### config.mk
export PLATFORM = sky130hd
export DESIGN_NAME = sid_regbank_multi
export DESIGN_NICKNAME = d
export VERILOG_FILES = /design/src/rtl/sid_regbank_multi.sv
export SDC_FILE = /design/constraint.sdc
export NUM_CORES = 1
export LEC_CHECK = 0
export CAP_MARGIN = 10
export CORE_MARGIN = 1.5
export CORE_UTILIZATION = 56
export DETAILED_ROUTE_END_ITERATION = 10
export PLACE_DENSITY = 0.8
export SKIP_CTS_REPAIR_TIMING = 1
export SYNTH_ARGS = -nofsm -noshare
export SYNTH_HDL_FRONTEND = slang
export SYNTH_SLANG_ARGS = --single-unit
### constraint.sdc
create_clock -name clk32 -period 5.7 [get_ports clk32]
set_input_delay 1.14 -clock clk32 [delete_from_list [all_inputs] [get_ports clk32]]
set_output_delay 1.14 -clock clk32 [all_outputs]
set_load 0.01 [all_outputs]
### src/rtl/sid_regbank_multi.sv
// sid_regbank_multi
//   SID-style CPU register bank for NUM_VOICES voices plus the filter block.
//   Decodes CPU reads/writes, divides clk32 down to the voice-rate enable
//   voice_tick, and presents a tick-aligned shadow copy of every voice and
//   filter register to the datapaths. A gate pulse shorter than one tick is
//   stretched so the voice still sees gate=1 for one tick.
//
//   Optional feature: define SID_BUS_DECAY_EN to make the CPU bus latch decay
//   to 0 after DECAY_TICKS voice ticks without a write.
//
// Ports
//   clk32        system clock
//   reset_n      asynchronous reset, active low
//   cs, we       chip select / write enable (cs & we = write, cs & ~we = read)
//   addr         register address (ADDR_W bits)
//   data_in      write data
//   data_out     registered read data, valid one cycle after the read
//   pot_x/pot_y  paddle inputs, returned by the read-only registers
//   osc3/env3    last-voice readback inputs, returned by the read-only registers
//   voice_tick   one-cycle enable, every CLK_DIV cycles
//   voice_regs   shadow voice registers, voice i at [52*i +: 52] =
//                {sr, ad, ctrl, pw[11:0], freq[15:0]}
//   filter_regs  shadow filter registers {mode_vol, res_filt, fc_hi, fc_lo}
module sid_regbank_multi #(
    parameter int NUM_VOICES  = 3,
    parameter int ADDR_W      = 5,
    parameter int CLK_DIV     = 32,
    parameter int DECAY_TICKS = 8192
) (
    input  logic                    clk32,
    input  logic                    reset_n,
    input  logic                    cs,
    input  logic                    we,
    input  logic [ADDR_W-1:0]       addr,
    input  logic [7:0]              data_in,
    output logic [7:0]              data_out,
    input  logic [7:0]              pot_x,
    input  logic [7:0]              pot_y,
    input  logic [7:0]              osc3,
    input  logic [7:0]              env3,
    output logic                    voice_tick,
    output logic [52*NUM_VOICES-1:0] voice_regs,
    output logic [31:0]             filter_regs
);

    localparam int F_BASE = 7 * NUM_VOICES;
    localparam int DIV_W  = $clog2(CLK_DIV);

    // Elaboration-time guard against parameter sets the address map cannot hold.
    if (NUM_VOICES < 1 || NUM_VOICES > 4 || CLK_DIV < 2 || DECAY_TICKS < 1 ||
        (1 << ADDR_W) <= (7 * NUM_VOICES + 7)) begin : g_param_check
        $error("sid_regbank_multi: illegal parameter combination");
    end

    logic wr_en;
    logic rd_en;
    assign wr_en = cs & we;
    assign rd_en = cs & ~we;

    // ------------------------------------------------------------------
    // Voice-rate tick divider
    // ------------------------------------------------------------------
    logic [DIV_W-1:0] div_cnt_reg;

    always_ff @(posedge clk32 or negedge reset_n) begin
        if (!reset_n) begin
            div_cnt_reg <= '0;
        end else if (div_cnt_reg == DIV_W'(CLK_DIV - 1)) begin
            div_cnt_reg <= '0;
        end else begin
            div_cnt_reg <= div_cnt_reg + 1'b1;
        end
    end

    assign voice_tick = (div_cnt_reg == DIV_W'(CLK_DIV - 1));

    // ------------------------------------------------------------------
    // Per-voice live registers, gate capture and shadow
    // ------------------------------------------------------------------
    genvar gi;
    for (gi = 0; gi < NUM_VOICES; gi++) begin : g_voice
        localparam int VB = 7 * gi;

        logic [7:0]  freq_lo_reg, freq_hi_reg, pw_lo_reg;
        logic [3:0]  pw_hi_reg;
        logic [7:0]  ctrl_reg, ad_reg, sr_reg;
        logic        gate_pend_reg;
        logic [51:0] shadow_reg;
        logic        ctrl_wr;
        logic        gate_set;

        assign ctrl_wr  = wr_en && (addr == ADDR_W'(VB + 4));
        // Only a rising gate edge arms the pend; re-writing gate=1 does not.
        assign gate_set = ctrl_wr && data_in[0] && !ctrl_reg[0];

        always_ff @(posedge clk32 or negedge reset_n) begin
            if (!reset_n) begin
                freq_lo_reg <= '0;
                freq_hi_reg <= '0;
                pw_lo_reg   <= '0;
                pw_hi_reg   <= '0;
                ctrl_reg    <= '0;
                ad_reg      <= '0;
                sr_reg      <= '0;
            end else if (wr_en) begin
                if (addr == ADDR_W'(VB + 0)) freq_lo_reg <= data_in;
                if (addr == ADDR_W'(VB + 1)) freq_hi_reg <= data_in;
                if (addr == ADDR_W'(VB + 2)) pw_lo_reg   <= data_in;
                if (addr == ADDR_W'(VB + 3)) pw_hi_reg   <= data_in[3:0];
                if (ctrl_wr)                 ctrl_reg    <= data_in;
                if (addr == ADDR_W'(VB + 5)) ad_reg      <= data_in;
                if (addr == ADDR_W'(VB + 6)) sr_reg      <= data_in;
            end
        end

        // A rising-gate write in the tick cycle wins over the tick's clear,
        // so that pend is serviced at the following tick.
        always_ff @(posedge clk32 or negedge reset_n) begin
            if (!reset_n) begin
                gate_pend_reg <= 1'b0;
            end else if (gate_set) begin
                gate_pend_reg <= 1'b1;
            end else if (voice_tick) begin
                gate_pend_reg <= 1'b0;
            end
        end

        // Shadow samples the pre-edge live values, so a write in the tick
        // cycle is picked up only at the next tick.
        always_ff @(posedge clk32 or negedge reset_n) begin
            if (!reset_n) begin
                shadow_reg <= '0;
            end else if (voice_tick) begin
                shadow_reg <= {sr_reg, ad_reg, ctrl_reg[7:1],
                               ctrl_reg[0] | gate_pend_reg,
                               pw_hi_reg, pw_lo_reg, freq_hi_reg, freq_lo_reg};
            end
        end

        assign voice_regs[52*gi +: 52] = shadow_reg;
    end

    // ------------------------------------------------------------------
    // Filter live registers and shadow
    // ------------------------------------------------------------------
    logic [7:0]  fc_lo_reg, fc_hi_reg, res_filt_reg, mode_vol_reg;
    logic [31:0] filter_shadow_reg;

    always_ff @(posedge clk32 or negedge reset_n) begin
        if (!reset_n) begin
            fc_lo_reg    <= '0;
            fc_hi_reg    <= '0;
            res_filt_reg <= '0;
            mode_vol_reg <= '0;
        end else if (wr_en) begin
            if (addr == ADDR_W'(F_BASE + 0)) fc_lo_reg    <= data_in;
            if (addr == ADDR_W'(F_BASE + 1)) fc_hi_reg    <= data_in;
            if (addr == ADDR_W'(F_BASE + 2)) res_filt_reg <= data_in;
            if (addr == ADDR_W'(F_BASE + 3)) mode_vol_reg <= data_in;
        end
    end

    always_ff @(posedge clk32 or negedge reset_n) begin
        if (!reset_n) begin
            filter_shadow_reg <= '0;
        end else if (voice_tick) begin
            filter_shadow_reg <= {mode_vol_reg, res_filt_reg, fc_hi_reg, fc_lo_reg};
        end
    end

    assign filter_regs = filter_shadow_reg;

    // ------------------------------------------------------------------
    // Bus latch: every write loads it, reads of writable/unmapped
    // addresses return it.
    // ------------------------------------------------------------------
    logic [7:0] bus_latch_reg;

`ifdef SID_BUS_DECAY_EN
    localparam int DCNT_W = $clog2(DECAY_TICKS + 1);
    logic [DCNT_W-1:0] decay_cnt_reg;
    logic              decay_done;

    assign decay_done = (decay_cnt_reg == DCNT_W'(DECAY_TICKS));

    always_ff @(posedge clk32 or negedge reset_n) begin
        if (!reset_n) begin
            decay_cnt_reg <= '0;
        end else if (wr_en) begin
            decay_cnt_reg <= '0;
        end else if (voice_tick && !decay_done) begin
            decay_cnt_reg <= decay_cnt_reg + 1'b1;
        end
    end

    always_ff @(posedge clk32 or negedge reset_n) begin
        if (!reset_n) begin
            bus_latch_reg <= '0;
        end else if (wr_en) begin
            bus_latch_reg <= data_in;
        end else if (decay_done) begin
            bus_latch_reg <= '0;
        end
    end
`else
    always_ff @(posedge clk32 or negedge reset_n) begin
        if (!reset_n) begin
            bus_latch_reg <= '0;
        end else if (wr_en) begin
            bus_latch_reg <= data_in;
        end
    end
`endif

    // ------------------------------------------------------------------
    // Read path
    // ------------------------------------------------------------------
    logic [7:0] rd_data;
    logic [7:0] data_out_reg;

    always_comb begin
        rd_data = bus_latch_reg;
        if      (addr == ADDR_W'(F_BASE + 4)) rd_data = pot_x;
        else if (addr == ADDR_W'(F_BASE + 5)) rd_data = pot_y;
        else if (addr == ADDR_W'(F_BASE + 6)) rd_data = osc3;
        else if (addr == ADDR_W'(F_BASE + 7)) rd_data = env3;
    end

    always_ff @(posedge clk32 or negedge reset_n) begin
        if (!reset_n) begin
            data_out_reg <= '0;
        end else if (rd_en) begin
            data_out_reg <= rd_data;
        end
    end

    assign data_out = data_out_reg;

endmodule
# After elaboration in Yosys (flattened, before gate mapping)
# Cells that the tools add are included.
# word_totals
inputBits,49
regBits,400
output_inout_bits,197
# op_classes
eq_ne,29
n_bitwise,6
n_reduce_logical,41
n_mux,9
add_sub_neg,1
# ops
operator,count
"== test 5 bit, second input constant",14
AND reduction 2 bit,25
"== test 5 x 4 -> 1 bit, second input constant",8
2-to-1 mux 8 bit,4
"== test 5 x 3 -> 1 bit, second input constant",4
"== test 5 x 2 -> 1 bit, second input constant",2
logical AND 1 bit,9
nonzero test 2 bit,3
"adder 5 x 1 -> 5 bit, second input constant",1
"== test 5 x 1 -> 1 bit, second input constant",1
zero test 5 bit,1
2-to-1 mux 5 bit,1
2-to-1 mux 1 bit,4
zero test 1 bit,3
bitwise OR 1 bit,3
bitwise AND 1 bit,2
NOT 1 bit,1

# Logic depth before layout (Yosys ltp)
# Gate-level depths: netlist (run 1).
# depth
depth_word,5
depth_mapped,8

# Worst setup path before layout (run 1)
# No wires, ideal clock.
# synth_timing
kind,input to register
from,input addr[4]
to,register g_voice[1].freq_hi_reg[0]
setup_time_ns,0.125
slack_ns,2.987
path_stages,5
arrival_ns,2.588
t_required_ns,5.575
path_cell_list,buf_2 -> or4b_1 -> buf_2 -> nor3_4 -> mux2_2
# synth_via
elab_chain_cells,2
# synth_lines
item,line,text
from (decl),34,"input logic [ADDR_W-1:0] addr,"
== test 5 x 4 -> 1 bit,107,if (addr == ADDR_W'(VB + 1)) freq_hi_reg <= data_in;
AND reduction 2 bit (no line),n/a,
to (signal assigned),107,
to (decl),84,"logic [7:0] freq_lo_reg, freq_hi_reg, pw_lo_reg;"
# Every way passes these cells.
# A chain may end at the register's enable or synchronous reset.

# Worst setup path after layout (run 1)
# layout_timing
from,register div_cnt_reg[0]
to,output voice_tick
# layout_via
elab_chain_cells,1
# layout_lines
item,line,text
from (decl),63,logic [DIV_W-1:0] div_cnt_reg;
from (signal assigned),71,div_cnt_reg <= div_cnt_reg + 1'b1;
== test 5 bit,75,assign voice_tick = (div_cnt_reg == DIV_W'(CLK_DIV - 1));
to (decl),41,"output logic voice_tick,"
# Every way passes these cells.

==> impl_metrics.toml, run 1 <==
[placed_design]
dp_slack_ns = 1.655
dpl.hpwl_um = 21830
gp_congestion = 0.8171
io_buffers = 245

[worst_setup_path]
critical-path-slowest-cell = "clkdlybuf4s50_1"
end_kind = "output port"
required_ns = 4.56
crit_buf_inv = 1
start_kind = "flop"
r2r-end = "g_voice[0].shadow_reg[9]$_DFFE_PN0P_"
cpPeakStageDelay_ns = 0.68
rr_worst_depth = 5
critPathKind = "flop to output port"
critPathTopFamily = "adder cells"
crit_arrival_ns = 2.67
rrSetupSlack_ns = 2.96
crit_fanout = 58
path_cells = "ha_1 > and3_1 > ha_4 > clkdlybuf4s50_1"
rr_startpoint = "div_cnt_reg[0]$_DFF_PN0_"

[synthesis]
synth-edff-count = 0
synthesis.area_um2 = 15440
synth_top_area_share_pct = 64.81
synthArstFlopShare_pct = 100.0
synthXorXnorAreaFrac_pct = 0.1134
ys_seq_area_share_pct = 64.81
synth_seq_cells = 400
synthSimpleGateAreaFrac_pct = 2.933
yosysWarnings = 0
synth_top_family_by_area = "multiplexers"
synth_top_cell_by_area = "dfrtp_1"
synthTopCellsByArea = "dfrtp_1 65%, mux2_2 28%, clkbuf_1 1.2%"
synth_cell_types = 38
syn_nets = 1024
synth_fa_ha_area_share_pct = 0.1620
synth_compound_area_share_pct = 2.706
synthFlopType = "dfrtp_1"
synthMuxAreaShare_pct = 27.78
netlist_instances = 973
avgSynthCellArea_um2 = 15.87

[floorplan]
die_h_um = 169.1
die_width_um = 169.1
start_util_pct = 57.14
ios = 246
coreArea_um2 = 27030
die_area_um2 = 28580
row_count = 60

[cells_and_area]
drive_above_1_share_pct = 37.41
n_antenna_cell = 0
fill_cells = 1790
synthToLayoutAreaGrowth_pct = 26.37
largest_reg_flops = 156
final_nets = 1267

[detailed_routing]
viasPerCell = 5.686
wl_um = 35310
wl_per_cell_um = 22.29
drc = 0
drtPass1Iterations = 8
ant_nets = 0
vias = 9006
drt_iter0_drc = 679

[power_and_ir_drop]
leakage_nw = 9.090
ir_drop_uv = 214.5
cellPowerDensity_nw_per_um2 = 344.6

[cts]
cts_buffers = 41
clock-sinks = 400
clk_path_buf_depth = 3
cts_root_buf = "clkbuf_16"
cts_tree = "built"
path_clk_slew_ns = 0.06
clk_latency_ns = 0.52
htree_levels = 2

[timing]
setup_ws_ns = 1.893
hold_violations = 0
timing.slew.headroom_pct = 19.30
fin_tns_setup_ns = 0
clock_skew_ns = 0.01961
setup_viol = 0
finalCritPeriodShare_pct = 66.80
worstMarginPinSlew_ns = 1.208
period_minus_slack_ns = 3.807
maxSlewViolCount = 0
rsz0062_at_grt = "no"
max_freq_mhz = 262.6

[min_path]
worstHoldStart = "div_cnt_reg[0]$_DFF_PN0_"
whs_path_depth = 1
min_to = "div_cnt_reg[0]$_DFF_PN0_"
hp-class = "flop to flop"

[global_route]
antenna_found_initial = 2
grt_start_max_net_pins = 141
gr-total-overflow = 0
grt_pass1_vias = 9598
grt_use_total_pct = 25.32
grt_first_pass_wirelength_um = 55400

[flow_run]
cap_violations = 0

[outcome]
outcome = "completed"
power by group:
group | switching, W | total (W) | internal (W) | leakage (nW)
Sequential | 0.000170 | 0.00333 | 0.00316 | 5.32
Clock | 0.00104 | 0.00254 | 0.00150 | 0.629
Combinational | 0.000349 | 0.000856 | 0.000508 | 3.14
metal layers:
metal	track usage (%)	up-vias	part of all wire, %
li1	-	3960	-
met3	6.640	50	6.7
met4	6.656	2	2.2
met1	33.37	4736	42
met5	0	-	0.025
met2	42.04	258	49
cell usage in the layout, fill, tap and decap left out, types with 2 or more instances in the layout:
cell	instances
o21ai_0	9
a21boi_0	7
mux2_1	2
dfrtp_1	400
nor2_1	17
nand4b_1	2
nand2_1	18
clkbuf_8	10
a2bb2oi_1	8
nand2b_1	3
nor2_2	3
clkbuf_1	11
and3_1	9
inv_1	3
a22oi_1	7
clkdlybuf4s50_1	243
nor3_4	2
buf_12	3
clkbuf_16	41
nor2_4	4
mux2_2	379
or4b_1	2
nand3_1	4
nor2b_1	4
o32a_1	7
clkinv_2	4
buf_4	8
inv_6	2
o22a_1	7
a21oi_1	3
nor3_2	2
a32o_1	2
worst max-delay path by stage:
stage                              from                               endpoint  slack [ns]  depth (start not counted)
2_1_floorplan                   addr[4]  g_voice[1].freq_hi_reg[0]$_DFFE_PN0P_        2.99                          5
3_3_place_gp                    addr[0]               fc_lo_reg[6]$_DFFE_PN0P_        1.74                          4
3_5_place_dp                    addr[0]               fc_lo_reg[6]$_DFFE_PN0P_        1.66                          4
4_1_cts        div_cnt_reg[0]$_DFF_PN0_                             voice_tick        1.85                          4
5_1_grt        div_cnt_reg[0]$_DFF_PN0_                             voice_tick        1.73                          4
6_report       div_cnt_reg[0]$_DFF_PN0_                             voice_tick        1.89                          4
cell families (layout without fill, tap and decap cells):
kind of cell / count (synthesis) / in the layout
AO/OA/AOI/OAI: 54 / 54
XOR/XNOR: 2 / 2
adder cells (fa/ha/maj): 2 / 2
buffers and inverters: 59 / 329
flip-flops: 400 / 400
multiplexers: 381 / 381
AND/OR/NAND/NOR: 75 / 75
synthesized netlist by cell type (2+ instances only):
cell type and count:
o21ai_0 9, mux2_1 2, nor3_2 2, buf_2 7, clkbuf_1 49, and3_1 9
or4b_1 2, a2bb2oi_1 8, nand3_1 4, dfrtp_1 400, a32o_1 2, nor2_1 17
nor2b_1 4, nand4b_1 2, mux2_2 379, nand2b_1 3, o22a_1 7, nor2_2 3
a22oi_1 7, a21boi_0 7, ha_1 2, a21oi_1 3, nand2_1 18, nor3_4 2
inv_1 3, nor2_4 4, o32a_1 7
through the flow:
step / util [%] / instance area [µm²] / hold WS, ns / instances / total power (W)
final: 72.21 / 19520 / 0.4653 / 1584 / 0.006726
after global routing: 72.21 / 19520 / 0.5034 / 1584 / 0.006990
after CTS: 72.21 / 19520 / 0.4695 / 1584 / 0.006791
after detailed placement: 67.48 / 18240 / 0.4620 / 1514 / 0.004239
after global placement: 67.48 / 18240 / 0.4466 / 1514 / 0.004200
after floorplan: - / 15440 / 0.4331 / 973 / 0.003734
worst register-to-register path, cell delays in order, from the launching register on:
cell     delay, ns
dfrtp_1       0.37
ha_1          0.20
and3_1        0.21
ha_4          0.67
buf_12        0.61
mux2_2        0.58
area by class of cell:
class / count / area (µm²) / area share [%]
clock buffer: 62 / 1205 / 6.174
sequential: 400 / 10010 / 51.29
timing repair buffer: 256 / 2572 / 13.18
clock inverter: 8 / 75.07 / 0.3847
tap: 341 / 426.7 / 2.186
inverter: 3 / 11.26 / 0.05770
multi-input combinational: 514 / 5216 / 26.73
(Power assumes the default switching activity.)
==> inputs of run 2 (changes only) <==
--- a/config.mk
+++ b/config.mk
@@ -7,9 +7,9 @@
 export LEC_CHECK = 0
 export CAP_MARGIN = 10
 export CORE_MARGIN = 1.5
-export CORE_UTILIZATION = 56
+export CORE_UTILIZATION = 53
 export DETAILED_ROUTE_END_ITERATION = 10
-export PLACE_DENSITY = 0.8
+export PLACE_DENSITY = 0.76
 export SKIP_CTS_REPAIR_TIMING = 1
 export SYNTH_ARGS = -nofsm -noshare
 export SYNTH_HDL_FRONTEND = slang
==> constraint.sdc (replaced) <==
create_clock -name clk32 -period 3.9 [get_ports clk32]
set_input_delay 0.78 -clock clk32 [delete_from_list [all_inputs] [get_ports clk32]]
set_output_delay 0.78 -clock clk32 [all_outputs]
set_load 0.01 [all_outputs]
==> run 2 against run 1 <==
Non-clock buffer count rose by 12. Flip-flop and latch count did not move. Core utilization fell by 3.6 points. First-iteration DRC count fell by 26%. Global-route usage fell by 1.6 points. Clock skew rose by 0.0056 ns. Sequential share of layout area fell by 0.50 points. Via count rose by 0.70%. Die area rose by 5.6%. Clock power rose by 49%. Count of clock-buffer cells in the layout fell by 10. Critical path type unchanged. Critical endpoint unchanged.
==> impl_metrics.toml, run 2 (same netlist as run 1, synthesis figures left out) <==
[detailed_routing]
wl_met3_um = 1992
vias = 9069
top_layer_used = "met4"
drc = 0
drtPass1Iterations = 4
wl_met2_um = 16810
ant_nets = 0
viasPerCell = 5.530
wl_um = 35170
met1Wirelength_um = 15540
drt_iter0_drc = 505
wl_per_cell_um = 21.45

[cells_and_area]
synthToLayoutAreaGrowth_pct = 27.61
largest_reg_flops = 156
layout_commonest_cell = "dfrtp_1"
drive_above_1_share_pct = 38.25
most-common-layout-cells = "400 x dfrtp_1, 379 x mux2_2, 243 x clkdlybuf4s50_1"
final_cells = 1640
final_nets = 1277

[global_route]
grt_use_total_pct = 23.74
grt_start_max_net_pins = 196
antenna_found_initial = 1
gr-total-overflow = 0
grt_first_pass_wirelength_um = 55280
grt_pass1_vias = 9584

[cts]
cts_buffers = 39
clk_latency_ns = 0.53
cts_root_buf = "clkbuf_16"
clock-sinks = 400
cts_tree = "built"
clk_path_buf_depth = 3
htree_levels = 2
path_clk_slew_ns = 0.06

[worst_setup_path]
critPathKind = "flop to output port"
required_ns = 3.12
path_cells = "ha_1 > and3_1 > ha_4 > clkdlybuf4s50_1"
cpPeakStageDelay_ns = 0.49
start_kind = "flop"
crit_buf_inv = 1
critPathTopFamily = "buffers and inverters"
crit_arrival_ns = 2.02
crit_fanout = 3
end_kind = "output port"
critical-path-slowest-cell = "clkdlybuf4s50_1"

[placed_design]
gp_congestion = 0.7926
io_buffers = 245
dpl.hpwl_um = 22310
place_inst = 1569

[power_and_ir_drop]
p_int_w = 0.007605
p_comb_share_pct = 12.6
clockPowerShare_pct = 38.2
seqPwrFrac_pct = 49.1
cellPowerDensity_nw_per_um2 = 503.3
power.share.switching_pct = 23.32
leakage_nw = 9.169
p_switching_w = 0.002313
ir_drop_uv = 357.8

[floorplan]
coreArea_um2 = 28700
die_h_um = 173.7
die_area_um2 = 30170
ios = 246
row_count = 62
die_width_um = 173.7
start_util_pct = 53.81

[min_path]
hp-class = "primary input to async pin"

[timing]
clock_skew_ns = 0.02516
period_minus_slack_ns = 2.800
timing.slew.headroom_pct = 27.13
finalCritPeriodShare_pct = 71.81
max_freq_mhz = 357.1
rsz0062_at_grt = "no"
setup_viol = 0
fin_tns_setup_ns = 0
worstMarginPinSlew_ns = 1.093
maxSlewViolCount = 0
hold_violations = 0

[outcome]
outcome = "completed"

[flow_run]
cap_violations = 0
run 2: worst paths after layout:
kind	start	slack (ns)	depth (start not counted)	endpoint
worst max register to register	div_cnt_reg[0]$_DFF_PN0_	1.55	5	g_voice[1].shadow_reg[14]$_DFFE_PN0P_
min in group clk32	div_cnt_reg[0]$_DFF_PN0_	0.47	1	div_cnt_reg[0]$_DFF_PN0_
max in group asynchronous	reset_n	2.96	2	g_voice[2].pw_hi_reg[2]$_DFFE_PN0P_
worst min register to register	div_cnt_reg[0]$_DFF_PN0_	0.47	1	div_cnt_reg[0]$_DFF_PN0_
worst min-delay path	reset_n	0.09	1	g_voice[1].shadow_reg[13]$_DFFE_PN0P_
worst max-delay path	div_cnt_reg[0]$_DFF_PN0_	1.10	4	voice_tick
run 2: cell type report:
cell class	instances	area, µm²
sequential	400	10010
timing repair buffer	268	2688
clock inverter	18	214.0
tap	384	480.5
antenna	1	2.502
inverter	3	11.26
fill	2001	8995
multi-input combinational	514	5216
clock buffer	52	1086
run 2: routing by layer:
metal	up-vias	track usage, %
met4	0	6.322
li1	3998	-
met1	4783	32.34
met3	52	5.307
met5	-	0
met2	236	38.81
run 2: power groups by stage:
stage          Clock (W)  Combinational [W]  Sequential [W]
6_report         0.00379            0.00125         0.00487
2_1_floorplan          0           0.000498         0.00496
4_1_cts          0.00386            0.00127         0.00488
3_3_place_gp           0            0.00123         0.00493
3_5_place_dp           0            0.00127         0.00495
5_1_grt          0.00402            0.00135         0.00493
run 2: stage by stage:
step / util (%) / hold WS [ns] / setup slack [ns] / total power [W] / area (µm²)
2_1_floorplan: - / 0.4331 / 1.547 / 0.005457 / 15440
3_3_place_gp: 64.12 / 0.4471 / 0.8027 / 0.006162 / 18410
3_5_place_dp: 64.12 / 0.4581 / 0.7709 / 0.006213 / 18410
4_1_cts: 68.65 / 0.07953 / 1.074 / 0.01001 / 19710
5_1_grt: 68.66 / 0.07781 / 1.031 / 0.01030 / 19710
6_report: 68.66 / 0.09224 / 1.100 / 0.009918 / 19710
